===== src/rtl/async_fifo_pkg.sv =====
// Shared async FIFO definitions: prefetch depth, count encoding, default word width.
package async_fifo_pkg;

    localparam int PF_DEPTH            = 2;
    localparam int ASYNC_FIFO_DATASIZE = 8;

    typedef enum logic [1:0] {
        PF_EMPTY = 2'd0,
        PF_ONE   = 2'd1,
        PF_TWO   = 2'd2
    } pf_cnt_e;

endpackage


===== src/rtl/async_fifo_rd_prefetch.sv =====
// Read-side 2-entry FWFT prefetch; word visible 1 cycle after rinc, rinc never depends on out_ready.
// Holds out_data stable under backpressure; ASYNC_FIFO_RD_PREFETCH_STATS_EN adds rd_count pop counter.
module async_fifo_rd_prefetch
    import async_fifo_pkg::*;
#(
    parameter int DATASIZE = ASYNC_FIFO_DATASIZE
) (
    input  logic                rclk,
    input  logic                rrst_n,
    input  logic                rempty,
    input  logic [DATASIZE-1:0] rdata,
    output logic                rinc,
    output logic                out_valid,
    input  logic                out_ready,
`ifdef ASYNC_FIFO_RD_PREFETCH_STATS_EN
    output logic [31:0]         rd_count,
`endif
    output logic [DATASIZE-1:0] out_data
);

    logic [DATASIZE-1:0] slot0_q, slot0_d;
    logic [DATASIZE-1:0] slot1_q, slot1_d;
    pf_cnt_e             count_q, count_d;
    logic                push;
    logic                pop;

    // Push only looks at our own occupancy, so consumer timing stays off the pointer path.
    assign rinc      = ~rempty & (count_q != PF_TWO);
    assign push      = rinc;
    assign out_valid = (count_q != PF_EMPTY);
    assign pop       = out_valid & out_ready;
    assign out_data  = slot0_q;

    always_comb begin
        slot0_d = slot0_q;
        slot1_d = slot1_q;
        count_d = count_q;
        case (count_q)
            PF_EMPTY: begin
                if (push) begin
                    slot0_d = rdata;
                    count_d = PF_ONE;
                end
            end
            PF_ONE: begin
                if (push && pop) begin
                    slot0_d = rdata;
                end else if (push) begin
                    slot1_d = rdata;
                    count_d = PF_TWO;
                end else if (pop) begin
                    count_d = PF_EMPTY;
                end
            end
            PF_TWO: begin
                if (pop) begin
                    slot0_d = slot1_q;
                    count_d = PF_ONE;
                end
            end
            default: begin
                count_d = PF_EMPTY;
            end
        endcase
    end

    always_ff @(posedge rclk) begin
        if (!rrst_n) begin
            slot0_q <= '0;
            slot1_q <= '0;
            count_q <= PF_EMPTY;
        end else begin
            slot0_q <= slot0_d;
            slot1_q <= slot1_d;
            count_q <= count_d;
        end
    end

`ifdef ASYNC_FIFO_RD_PREFETCH_STATS_EN
    logic [31:0] rd_count_q, rd_count_d;

    assign rd_count_d = pop ? rd_count_q + 32'd1 : rd_count_q;
    assign rd_count   = rd_count_q;

    always_ff @(posedge rclk) begin
        if (!rrst_n) begin
            rd_count_q <= '0;
        end else begin
            rd_count_q <= rd_count_d;
        end
    end
`endif

endmodule


===== config.mk =====
export PLATFORM = sky130hd
export DESIGN_NAME = async_fifo_rd_prefetch
export DESIGN_NICKNAME = d
export VERILOG_FILES = /design/src/rtl/async_fifo_pkg.sv /design/src/rtl/async_fifo_rd_prefetch.sv
export SDC_FILE = /design/constraint.sdc
export NUM_CORES = 1
export LEC_CHECK = 0
export CORE_ASPECT_RATIO = 0.7
export CORE_MARGIN = 10
export CORE_UTILIZATION = 38
export CTS_BUF_LIST = sky130_fd_sc_hd__clkbuf_16
export DETAILED_ROUTE_END_ITERATION = 10
export DONT_BUFFER_PORTS = 1
export PLACE_DENSITY = 0.51
export SETUP_SLACK_MARGIN = 0.5
export SYNTH_ARGS = -nofsm -noshare
export SYNTH_HDL_FRONTEND = slang
export SYNTH_SLANG_ARGS = --single-unit

===== constraint.sdc =====
create_clock -name rclk -period 1.3 [get_ports rclk]
set_input_delay 0.065 -clock rclk [delete_from_list [all_inputs] [get_ports rclk]]
set_output_delay 0.065 -clock rclk [all_outputs]
set_load 0.02 [all_outputs]

[After elaboration in Yosys (flattened, before gate mapping)]
Cells that the tools add are included.
Word-level totals
  register bits after elaboration: 18
  output and inout bits: 10
  logic and storage cells: 32
Cells by class
  equality and inequality tests: 8
  muxes and demuxes: 10
  bitwise gates (word level): 4
  reductions and logical operators: 7
Operators with widths (count)
  8-bit 2-to-1 mux: 3
  8-bit case mux with 3 select lines: 1
  2-bit 2-to-1 mux: 5
  2-bit != test, second input constant: 5
  4-bit AND reduction: 2
  2-bit case mux with 3 select lines: 1
  3-bit != test, second input constant: 1
  3-bit AND reduction: 1
  3-bit nonzero test: 1
  1-bit bitwise AND: 2
  2-bit by 1-bit == test with 1-bit output, second input constant: 1
  2-bit == test, second input constant: 1
  2-bit logical NOT: 1
  1-bit NOT: 2
  2-bit nonzero test: 1
  1-bit logical AND: 1

[Logic depth before layout (Yosys ltp)]
  depth in word-level cells: 6
  gate-level depth with buffers: 5
  mapped depth without buffers: 3

[Worst setup path before layout]
OpenSTA, ideal clock, no wires.
  path type: reg2reg
  start point: reg count_q[1]
  end point: reg slot1_q[0]
  data arrival time: 1.220 ns
  setup slack: -0.052 ns
  stages on the path, launching flop included: 6
  period minus slack after synthesis: 1.352 ns
  cells stage by stage: dfxtp_1 buf_2 or4b_1 clkbuf_1 nand2_1 a21oi_1
Between the ends
  cells in the longest elaborated chain, start to end: 5
  elaborated cells between the ends (all ways): 8
  classes of those cells: eq/ne: 2; bitwise: 3; reduce/logical: 3
RTL lines
  start, declared: RTL line async_fifo_rd_prefetch.sv:23  | pf_cnt_e count_q, count_d;
  start signal, assigned: RTL line async_fifo_rd_prefetch.sv:75  | count_q <= count_d;
  2-bit != test / 2-bit nonzero test (equally long branches): RTL line async_fifo_rd_prefetch.sv:28, async_fifo_rd_prefetch.sv:30
  1-bit bitwise AND, on equally long branches: RTL line async_fifo_rd_prefetch.sv:28, async_fifo_rd_prefetch.sv:31
  1-bit logical AND: RTL line async_fifo_rd_prefetch.sv:46  | if (push && pop) begin
  1-bit NOT (no source line)
  3-bit AND reduction (no source line) *
  end signal, assigned: RTL line async_fifo_rd_prefetch.sv:74  | slot1_q <= slot1_d;
  end, declared: RTL line async_fifo_rd_prefetch.sv:22  | logic [DATASIZE-1:0] slot1_q, slot1_d;
Every way passes the cells marked *; elsewhere a longest branch is shown, timed or not.
A chain may end at the register's enable or synchronous reset.

[Worst setup path in the final report]
  start point: reg count_q[1]
  end point: reg slot1_q[2]
The elaborated chain is that of the path after synthesis.

==> impl_metrics.xml <==
<?xml version="1.0" encoding="UTF-8"?>
<metrics>
  <group name="timing">
    <metric name="timing_worst_slew_pin_value" unit="ps">292</metric>
    <metric name="final_max_slew_viol_count" unit="">0</metric>
    <metric name="period_share" unit="%">96.2</metric>
    <metric name="slew_headroom" unit="%">80.4</metric>
    <metric name="layout_min_cycle_time" unit="ps">1250</metric>
    <metric name="max_freq" unit="MHz">800</metric>
    <metric name="final-hold-violation-count" unit="">0</metric>
    <metric name="finalSetupViolations" unit="">0</metric>
    <metric name="fin_ws" unit="ps">49.7</metric>
    <metric name="worst_clock_skew" unit="ps">2.60</metric>
    <metric name="rsz0062_at_grt" unit="">true</metric>
  </group>
  <group name="die">
    <metric name="top_level_ports" unit="">22</metric>
    <metric name="fp.coreArea" unit="µm²">1950</metric>
    <metric name="floorplan_die_area" unit="µm²">4450</metric>
    <metric name="floorplan.die.width" unit="µm">75.6</metric>
    <metric name="floorplan.rows" unit="">13</metric>
    <metric name="start_util" unit="%">42.1</metric>
    <metric name="die-height" unit="µm">58.9</metric>
  </group>
  <group name="critical_path">
    <metric name="crit_path_end_kind" unit="">register</metric>
    <metric name="start_kind" unit="">register</metric>
    <metric name="crit_type" unit="">reg -&gt; reg</metric>
    <metric name="arrival" unit="ps">1380</metric>
    <metric name="required" unit="ps">1430</metric>
    <metric name="worst_r2r_path_depth" unit="">3</metric>
    <metric name="crit_fanout" unit="">8</metric>
  </group>
  <group name="clocking">
    <metric name="clock_pin_slew_worst_setup_and_hold_paths" unit="ps">50</metric>
    <metric name="cts.root.buffer_cell" unit="">sky130_fd_sc_hd__clkbuf_16</metric>
    <metric name="cts-buffers-inserted" unit="">3</metric>
    <metric name="htree_num_levels" unit="">1</metric>
    <metric name="cts.sinks" unit="">18</metric>
    <metric name="clk_latency_worst_skew_pair" unit="ps">240</metric>
    <metric name="cts_buffer_depth" unit="">2</metric>
    <metric name="cts_tree" unit="">done</metric>
  </group>
  <group name="job">
    <metric name="maxcap_violations" unit="">0</metric>
  </group>
  <group name="logic_synthesis">
    <metric name="ys_ff_latch" unit="">18</metric>
    <metric name="synth_top_family_by_area" unit="">simple AND/OR/NAND/NOR gates</metric>
    <metric name="synthesis.area_per_instance" unit="µm²">8.13</metric>
    <metric name="synth.yosys.warnings" unit="">0</metric>
    <metric name="post_synth_xor_area_fraction" unit="%">0</metric>
    <metric name="postSynthCellCount" unit="">101</metric>
    <metric name="compound_gate_fraction_of_synth_area" unit="%">25.6</metric>
    <metric name="post_synth_mux_area_share" unit="%">0</metric>
    <metric name="post_synth_fa_ha_maj_area_fraction" unit="%">0</metric>
    <metric name="synth_simple_gate_area_share" unit="%">26.1</metric>
    <metric name="synth_cell_types" unit="">23</metric>
    <metric name="synth.yosys.seq_area_share" unit="%">43.9</metric>
    <metric name="mappedNetlistNets" unit="">113</metric>
    <metric name="mappedNetlistArea" unit="µm²">821</metric>
  </group>
  <group name="final_layout">
    <metric name="areaGrowthSynthToFinish" unit="%">49.1</metric>
    <metric name="fin_util" unit="%">62.7</metric>
    <metric name="antenna-diode-count" unit="">0</metric>
    <metric name="final_area" unit="µm²">1220</metric>
    <metric name="post_route_cells_drive_above_1_share" unit="%">41.4</metric>
    <metric name="fill_cells" unit="">151</metric>
    <metric name="nNetsFinal" unit="">130</metric>
  </group>
  <group name="pwr">
    <metric name="cellLeakagePower" unit="µW">0.000437</metric>
    <metric name="power.ir.vdd_worst" unit="V">0.000669</metric>
    <metric name="powerDensity" unit="nW/µm²">1190</metric>
    <metric name="p_total" unit="µW">1450</metric>
  </group>
  <group name="placement">
    <metric name="port_buffers" unit="">0</metric>
    <metric name="detailedPlace.worstSlack" unit="ps">22.1</metric>
    <metric name="placed_area" unit="µm²">892</metric>
    <metric name="finalWeightedCongestion" unit="">0.793</metric>
    <metric name="post-dp-hpwl" unit="mm">1.60</metric>
  </group>
  <group name="worst_hold_path">
    <metric name="timing.hold.worst_path_depth" unit="">2</metric>
    <metric name="min_path_type" unit="">in -&gt; reg</metric>
  </group>
  <group name="grt">
    <metric name="grt_overflow_total" unit="">0</metric>
    <metric name="first_global_vias" unit="">764</metric>
    <metric name="grt_start_max_net_pins" unit="">19</metric>
    <metric name="grt_first_pass_wirelength" unit="mm">3.83</metric>
    <metric name="global_route_usage_sum" unit="%">11.3</metric>
    <metric name="antenna_violations_before_repair" unit="">0</metric>
  </group>
  <group name="outcome">
    <metric name="status" unit="">completed</metric>
  </group>
  <group name="route">
    <metric name="dr.pass1.iters" unit="">4</metric>
    <metric name="drtAntennaViolNets" unit="">0</metric>
    <metric name="drc_errors" unit="">0</metric>
    <metric name="detailroute.via_count" unit="">761</metric>
    <metric name="wl" unit="mm">2.38</metric>
    <metric name="drt-wirelength-per-cell" unit="µm">17.2</metric>
    <metric name="drt_iter0_markers" unit="">73</metric>
    <metric name="vias_per_instance" unit="">5.51</metric>
  </group>
</metrics>
## metrics by stage
step / TNS (ps) / hold slack (ps) / std cells
after CTS: 0 / 18.8 / 137
after global placement: -42.4 / 147 / 124
final: 0 / 14.5 / 138
after global routing: 0 / -0.103 / 138
after floorplan: 0 / 144 / 101
after detailed placement: 0 / 150 / 124
## final cells by class
| type | count | area (µm²) | share of cell area, % |
|---|---|---|---|
| repair buffers | 20 | 191 | 15.6 |
| flip-flops and latches | 18 | 372 | 30.4 |
| clock buffers | 3 | 75.1 | 6.13 |
| well taps | 22 | 27.5 | 2.25 |
| multi-input cells | 74 | 554 | 45.3 |
| inverters | 1 | 3.75 | 0.307 |
## per-layer routing
metal | GRT usage (%) | up-vias | routed length, µm
li1 | - | 388 | -
met1 | 13.8 | 351 | 1080
met2 | 17.3 | 18 | 1060
met3 | 5.70 | 4 | 204
met4 | 2.64 | 0 | 29
met5 | 0 | - | 0
## worst max-delay path, cell delays in order, from the launching register on
cell and delay (ps):
sky130_fd_sc_hd__dfxtp_4 370, sky130_fd_sc_hd__or4b_4 560, sky130_fd_sc_hd__nand2_1 130, sky130_fd_sc_hd__a21oi_2 70
## sequential cells by signal (all words and copies together) (netlist names)
name,count
slot1_q,8
count_q,2
out_data,8
## final timing paths
kind	startpoint	slack [ps]	to
max reg2reg	count_q[1]	50	slot1_q[2]
min	rdata[0]	10	out_data[0]
max	count_q[1]	50	slot1_q[2]
min reg2reg	slot1_q[3]	470	slot1_q[3]
## synth_stat cells
cell / n / share of area [%]
sky130_fd_sc_hd__nand3b_1: 1 / 0.91
sky130_fd_sc_hd__buf_2: 2 / 1.2
sky130_fd_sc_hd__or2b_1: 1 / 0.91
sky130_fd_sc_hd__and2_1: 1 / 0.76
sky130_fd_sc_hd__a21o_1: 1 / 0.91
sky130_fd_sc_hd__clkbuf_1: 5 / 2.3
sky130_fd_sc_hd__a211oi_1: 8 / 7.3
sky130_fd_sc_hd__or4b_1: 1 / 1.2
sky130_fd_sc_hd__o21bai_1: 1 / 0.91
sky130_fd_sc_hd__a311oi_1: 8 / 8.5
sky130_fd_sc_hd__buf_1: 1 / 0.46
sky130_fd_sc_hd__and3b_1: 1 / 1.1
sky130_fd_sc_hd__a21oi_1: 10 / 6.1
sky130_fd_sc_hd__nor2_1: 2 / 0.91
sky130_fd_sc_hd__clkinv_1: 1 / 0.46
sky130_fd_sc_hd__nor3_1: 1 / 0.61
sky130_fd_sc_hd__nor4b_2: 1 / 1.8
sky130_fd_sc_hd__nand2b_1: 2 / 1.5
sky130_fd_sc_hd__or2_2: 1 / 0.76
sky130_fd_sc_hd__a21o_4: 1 / 1.8
sky130_fd_sc_hd__and2b_1: 1 / 0.91
sky130_fd_sc_hd__nand2_1: 32 / 15
sky130_fd_sc_hd__dfxtp_1: 18 / 44
## cell usage in the layout (no fill, tap or decap), types with 2 or more instances in the layout
cell                            count
sky130_fd_sc_hd__nand2_1           29
sky130_fd_sc_hd__dfxtp_1           13
sky130_fd_sc_hd__dlygate4sd3_1      9
sky130_fd_sc_hd__a311oi_2           8
sky130_fd_sc_hd__a21oi_1            7
sky130_fd_sc_hd__buf_4              6
sky130_fd_sc_hd__a211oi_2           5
sky130_fd_sc_hd__buf_6              5
sky130_fd_sc_hd__a211oi_1           3
sky130_fd_sc_hd__nand2_2            3
sky130_fd_sc_hd__a21oi_2            3
sky130_fd_sc_hd__clkbuf_16          3
sky130_fd_sc_hd__dfxtp_2            3
sky130_fd_sc_hd__nor2_4             2
sky130_fd_sc_hd__dfxtp_4            2
## cell families after synthesis
| family | after synthesis |
|---|---|
| compound gates | 29 |
| flops | 18 |
| buf+inv | 9 |
| simple gates | 45 |
## power by group
part	internal (µW)	switching [µW]
Clock	403	183
Combinational	117	106
Sequential	587	57.5
Total	1110	347
## repair_timing
item                       in CTS  in global routing
pin swaps                       6                  8
hold buffers                    9                  0
hold endpoints to repair       11                  0
setup endpoints to repair      20                 25
gates resized for setup        27                 11
buffers inserted                1                  1
Power figures use the tool's default switching activity.
